===== src/rtl/x4_out_buffer_if.sv =====
// ---------------------------------------------------------------------------
// Module   : x4_out_buffer_if
// Purpose  : Handshake bundle between the upstream stage, the buffer and downstream.
// Revision : 1.0
// ---------------------------------------------------------------------------
`default_nettype none

interface x4_out_buffer_if #(
  parameter int WIDTH = 71,
  parameter int DEPTH = 4
);
  logic [WIDTH-1:0]        in_data;
  logic                    in_valid;
  logic                    in_ready;
  logic [WIDTH-1:0]        out_data;
  logic                    out_parity;
  logic                    out_valid;
  logic                    out_ready;
  logic                    flush;
  logic [$clog2(DEPTH):0]  level;
  logic [15:0]             xfer_count;
  logic                    overrun;

  modport master (
    output in_data, in_valid, out_ready, flush,
    input  in_ready, out_data, out_parity, out_valid, level, xfer_count, overrun
  );

  modport slave (
    input  in_data, in_valid, out_ready, flush,
    output in_ready, out_data, out_parity, out_valid, level, xfer_count, overrun
  );
endinterface

`default_nettype wire


===== src/rtl/x4_out_buffer.sv =====
// ---------------------------------------------------------------------------
// Module   : x4_out_buffer
// Purpose  : Registered FIFO for packed primary outputs with stored parity and flush.
// Revision : 1.0
// ---------------------------------------------------------------------------
`default_nettype none

module x4_out_buffer #(
  parameter int WIDTH = 71,
  parameter int DEPTH = 4
) (
  input  logic           clock,
  input  logic           reset,
  x4_out_buffer_if.slave bus
);

  localparam int c_ptr_w = $clog2(DEPTH);
  localparam int c_lvl_w = c_ptr_w + 1;
  localparam logic [c_lvl_w-1:0] c_depth   = c_lvl_w'(DEPTH);
  localparam logic [c_lvl_w-1:0] c_lvl_one = c_lvl_w'(1);
  localparam logic [c_ptr_w-1:0] c_ptr_one = c_ptr_w'(1);

  typedef enum logic [1:0] {
    IDLE  = 2'd0,
    RUN   = 2'd1,
    FLUSH = 2'd2
  } state_t;

  state_t               r_state;
  logic [WIDTH-1:0]     r_mem [DEPTH];
  logic [DEPTH-1:0]     r_par;
  logic [c_ptr_w-1:0]   r_wr_ptr;
  logic [c_ptr_w-1:0]   r_rd_ptr;
  logic [c_lvl_w-1:0]   r_level;
  logic [15:0]          r_xfer_count;
  logic                 r_overrun;
  logic                 r_in_ready;
  logic                 r_out_valid;

  logic                 w_wr;
  logic                 w_rd;
  logic [c_lvl_w-1:0]   w_level_next;

  // flush wins over any transfer presented in the same cycle
  always_comb begin
    w_wr         = bus.in_valid && r_in_ready && !bus.flush;
    w_rd         = r_out_valid && bus.out_ready && !bus.flush;
    w_level_next = r_level;
    case ({w_wr, w_rd})
      2'b10:   w_level_next = r_level + c_lvl_one;
      2'b01:   w_level_next = r_level - c_lvl_one;
      default: w_level_next = r_level;
    endcase
    if (bus.flush) begin
      w_level_next = '0;
    end
  end

  always_ff @(posedge clock or posedge reset) begin
    if (reset) begin
      r_state      <= IDLE;
      r_wr_ptr     <= '0;
      r_rd_ptr     <= '0;
      r_level      <= '0;
      r_xfer_count <= '0;
      r_overrun    <= 1'b0;
      r_in_ready   <= 1'b1;
      r_out_valid  <= 1'b0;
      r_par        <= '0;
      for (int i = 0; i < DEPTH; i++) begin
        r_mem[i] <= '0;
      end
    end else begin
      r_level     <= w_level_next;
      // next state is FLUSH exactly when flush is high, so the handshakes follow it
      r_in_ready  <= !bus.flush && (w_level_next < c_depth);
      r_out_valid <= !bus.flush && (w_level_next != '0);
      if (bus.flush) begin
        r_state  <= FLUSH;
        r_wr_ptr <= '0;
        r_rd_ptr <= '0;
      end else begin
        if (bus.in_valid && !r_in_ready) begin
          r_overrun <= 1'b1;
        end
        if (w_wr) begin
          r_mem[r_wr_ptr] <= bus.in_data;
          r_par[r_wr_ptr] <= ^bus.in_data;
          r_wr_ptr        <= r_wr_ptr + c_ptr_one;
          if (r_xfer_count != 16'hFFFF) begin
            r_xfer_count <= r_xfer_count + 16'd1;
          end
        end
        if (w_rd) begin
          r_rd_ptr <= r_rd_ptr + c_ptr_one;
        end
        case (r_state)
          IDLE:    if (w_wr) r_state <= RUN;
          RUN:     if (w_level_next == '0) r_state <= IDLE;
          FLUSH:   r_state <= IDLE;
          default: r_state <= IDLE;
        endcase
      end
    end
  end

  assign bus.in_ready   = r_in_ready;
  assign bus.out_valid  = r_out_valid;
  assign bus.out_data   = r_mem[r_rd_ptr];
  assign bus.out_parity = r_par[r_rd_ptr];
  assign bus.level      = r_level;
  assign bus.xfer_count = r_xfer_count;
  assign bus.overrun    = r_overrun;

endmodule

`default_nettype wire


===== src/flat_wrapper.sv =====
// flat-port wrapper written by rule: the top's interface ports become plain ports
module x4_out_buffer_flat 
#(
  parameter int WIDTH = 71,
  parameter int DEPTH = 4
)
  (clock, reset, bus_in_data, bus_in_valid, bus_out_ready, bus_flush, bus_in_ready, bus_out_data, bus_out_parity, bus_out_valid, bus_level, bus_xfer_count, bus_overrun);
  x4_out_buffer_if #(.WIDTH(WIDTH), .DEPTH(DEPTH)) bus_i ();
  input  logic clock;
  input  logic reset;
  input wire logic [$bits(bus_i.in_data)-1:0] bus_in_data;
  input wire logic [$bits(bus_i.in_valid)-1:0] bus_in_valid;
  input wire logic [$bits(bus_i.out_ready)-1:0] bus_out_ready;
  input wire logic [$bits(bus_i.flush)-1:0] bus_flush;
  output wire logic [$bits(bus_i.in_ready)-1:0] bus_in_ready;
  output wire logic [$bits(bus_i.out_data)-1:0] bus_out_data;
  output wire logic [$bits(bus_i.out_parity)-1:0] bus_out_parity;
  output wire logic [$bits(bus_i.out_valid)-1:0] bus_out_valid;
  output wire logic [$bits(bus_i.level)-1:0] bus_level;
  output wire logic [$bits(bus_i.xfer_count)-1:0] bus_xfer_count;
  output wire logic [$bits(bus_i.overrun)-1:0] bus_overrun;
  assign bus_i.in_data = bus_in_data;
  assign bus_i.in_valid = bus_in_valid;
  assign bus_i.out_ready = bus_out_ready;
  assign bus_i.flush = bus_flush;
  assign bus_in_ready = bus_i.in_ready;
  assign bus_out_data = bus_i.out_data;
  assign bus_out_parity = bus_i.out_parity;
  assign bus_out_valid = bus_i.out_valid;
  assign bus_level = bus_i.level;
  assign bus_xfer_count = bus_i.xfer_count;
  assign bus_overrun = bus_i.overrun;
  x4_out_buffer #(.WIDTH(WIDTH), .DEPTH(DEPTH)) u_core (.clock(clock), .reset(reset), .bus(bus_i));
endmodule

===== config.mk =====
export PLATFORM = sky130hd
export DESIGN_NAME = x4_out_buffer_flat
export DESIGN_NICKNAME = d
export VERILOG_FILES = /design/src/rtl/x4_out_buffer_if.sv /design/src/rtl/x4_out_buffer.sv /design/src/flat_wrapper.sv
export SDC_FILE = /design/constraint.sdc
export NUM_CORES = 1
export LEC_CHECK = 0
export ABC_AREA = 1
export CORE_MARGIN = 2
export CORE_UTILIZATION = 49
export CTS_BUF_LIST = sky130_fd_sc_hd__clkbuf_8
export CTS_CLUSTER_DIAMETER = 60
export DETAILED_ROUTE_END_ITERATION = 6
export PLACE_DENSITY = 0.82
export SLEW_MARGIN = 10
export SYNTH_ARGS = -nofsm -noshare
export SYNTH_HDL_FRONTEND = slang
export SYNTH_SLANG_ARGS = --single-unit

===== constraint.sdc =====
create_clock -name clock -period 20.1 [get_ports clock]
set_input_delay 2.01 -clock clock [delete_from_list [all_inputs] [get_ports clock]]
set_output_delay 2.01 -clock clock [all_outputs]
set_load 0.02 [all_outputs]

==> results by group <==
STA
  • Max Clk Rate: 169.8 MHz
  • Crit share post-route: 0.2931
  • Setup repair after global routing missed its margin: false
  • Period minus WS final: 5.891 ns
  • Slew margin rel.: 0.3138
  • Final Hold Viols: 0
  • Fin. max-slew vios: 0
  • Fin Setup TNS: 0 ns
  • Slew @ Worst Pin: 1.029 ns
  • Setup-failing EPs final: 0
  • Clk_skew: 0.02873 ns

Worst setup path
  • Crit end category: output port
  • Worst path required time: 18.09 ns
  • Reg2reg path depth: 4
  • Crit path max fanout: 89
  • CP arrival: 3.88 ns
  • RR Endpoint: u_core.r_rd_ptr[0]
  • Critical path class: register to output port
  • CP Launch Type: register
  • Reg2reg setup slack: 17.26 ns
  • Reg2reg start: u_core.r_rd_ptr[0]

Route
  • Via count: 13430
  • Final wirelength: 38050 um
  • Drt wl/cell: 15.37 um
  • DRC violations left: 0
  • Via/cell ratio: 5.423
  • Initial DRC Count: 1076
  • Number of detailed-route iterations in the first pass: 6
  • DRT antenna net count: 0

GRT
  • Number of global-route vias before repair: 12800
  • GR Util All Layers: 0.2413
  • First-pass GRT wire length: 62530 um
  • Total grt overflow: 0
  • Largest net degree at the start of global routing: 153
  • Antenna violations before repair: 0

Power and ir drop
  • P_leak: 0.008924 uW
  • Peak supply drop: 52.25 uV
  • PD cells: 102.0 nW/um^2

Synth
  • Yosys cell types: 31
  • Cell area after synthesis: 14960 um^2
  • Yosys top cell area share: 0.5237
  • Cells after Synth: 1922
  • Sequential-to-total area share from yosys stat: 0.5255
  • Yosys reg bits: 314
  • Synth area leader: dfrtp_1
  • Synthesized net count: 2005
  • Synth warn: 0
  • Main area contributors after synthesis: dfrtp_1 (52%), nand2_1 (16%), o21ai_0 (15%)
  • Syn avg cell area: 7.781 um^2

Die
  • Die W: 178.7 um
  • Row cnt: 63
  • Core Area: 29870 um^2
  • Starting Density: 0.5006
  • Num ports: 170
  • Die area: 31940 um^2
  • Die H: 178.7 um

Clock tree
  • Clk pin slew, worst setup/hold paths: 0.06 ns
  • CTS max path bufs: 3
  • CTS tree: built
  • Clk root buf: clkbuf_8
  • Cts bufs inserted: 51
  • Post-CTS Hold Fix Bufs: 0
  • Clock sinks: 314
  • H-tree depth: 2
  • Cts repair resizes: 0
  • Buffer count from post-CTS setup fixing: 0
  • Clk_lat worst skew: 0.58 ns

Finish
  • Area grow syn2layout: 19.38%
  • Cell area after layout: 17850 um^2
  • Most frequent cells in the layout: nand2_1 (650), o21ai_0 (435), dfrtp_1 (311)
  • Most common cell after layout, fill and taps aside: nand2_1
  • Number of antenna diodes: 0
  • Layout cell share with drive strength beyond 1: 0.04698
  • Layout Nets: 2130

Placement
  • I/O Buffers: 169
  • DPL Wire Length: 23210 um
  • GP Congestion: 0.7879
  • Placed Area: 16830 um^2

Worst hold path
  • Hold path cells: 2
  • Hold Crit Class: register to register
  • WHS Endpoint: u_core.r_mem[179]
  • Worst Min Path Start: u_core.r_mem[179]

Flow run
  • Max Cap Viol: 0

Status
  • Status: completed
## synthesized netlist by cell type
cell type  number
a21oi_1         3
a31o_2          1
buf_1           1
buf_2           3
buf_6           1
clkbuf_1      102
clkinv_2        1
dfrtp_1       313
dfstp_2         1
fa_1            1
ha_1            6
inv_1         104
inv_2           1
nand2_1       650
nand2_2         4
nand2_4         1
nand3_1        17
nand3_2         1
nand4_1         1
nor2_1        160
nor3_1          5
nor3_2          1
nor3_4          1
nor3b_1         1
nor4_1          1
o21ai_0       435
o22ai_1        72
or2_4           1
or3_1           1
xnor2_1        14
xor2_1         18
## how the worst max path moves through the flow
stage	from	endpoint	slack [ns]	cells past startpoint
finish	u_core.r_rd_ptr[0]	bus_out_parity	14.21	5
global route	u_core.r_rd_ptr[0]	bus_out_parity	13.99	5
CTS	u_core.r_rd_ptr[0]	bus_out_parity	14.24	5
detailed placement	u_core.r_rd_ptr[0]	bus_out_parity	14.88	5
global placement	u_core.r_rd_ptr[0]	bus_out_parity	14.93	5
floorplan	reset	u_core.bus.level[0]	9.41	1
## layout make-up
type,count,area (um^2)
sequential,314,7864
multi-input combinational,1395,6305
timing repair buffer,179,1767
clock inverter,28,141.4
clock buffer,64,880.8
fill,2624,12020
inverter,106,409.1
tap,390,488.0
## registers in the layout, summed over array words and instances, names as in the netlist
name	flops
u_core.bus.out_valid	1
u_core.r_rd_ptr	2
u_core.bus.xfer_count	16
u_core.bus.level	3
u_core.r_mem	284
u_core.bus.overrun	1
u_core.bus.in_ready	1
u_core.r_wr_ptr	2
u_core.r_par	4
## power by group
part / internal (uW) / switching (uW) / total, uW
registers: 739 / 64.1 / 803
clock network: 298 / 249 / 547
logic: 199 / 273 / 472
total: 1240 / 586 / 1820
## logic make-up after synthesis
group,share of synthesized area
xor gates and xnor gates,0.01874
and+or+nand+nor,0.2179
DFF,0.5255
AOI/OAI and AO/OA,0.1773
buffers and inverters,0.05429
adders and majority gates,0.006358
## layer usage
metal | up-vias | wire length (um) | track usage | part of all wire
met5 | - | 0 | 0 | 0
met4 | 0 | 1003 | 0.08198 | 0.026
met3 | 88 | 2243 | 0.03541 | 0.059
met2 | 445 | 17830 | 0.3954 | 0.47
met1 | 6403 | 16970 | 0.3304 | 0.45
li1 | 6492 | - | - | -
## critical path, cell delays in order, from the launching register on
cell and delay [ns]:
dfrtp_4 0.73, inv_4 0.54, buf_4 0.83, o21ai_0 0.17, o22ai_1 0.29, clkdlybuf4s50_1 0.67
## stage by stage
step	power, uW	std cells	hold slack (ns)	worst slack (ns)	utilization
2_1_floorplan	1081	1922	0.4438	9.406	-
3_3_place_gp	1267	2384	0.4563	14.93	0.5634
3_5_place_dp	1284	2384	0.4675	14.88	0.5634
4_1_cts	1835	2476	0.4816	14.24	0.5976
5_1_grt	1927	2476	0.4933	13.99	0.5976
6_report	1822	2476	0.4794	14.21	0.5976
Power figures use the tool's default switching activity.
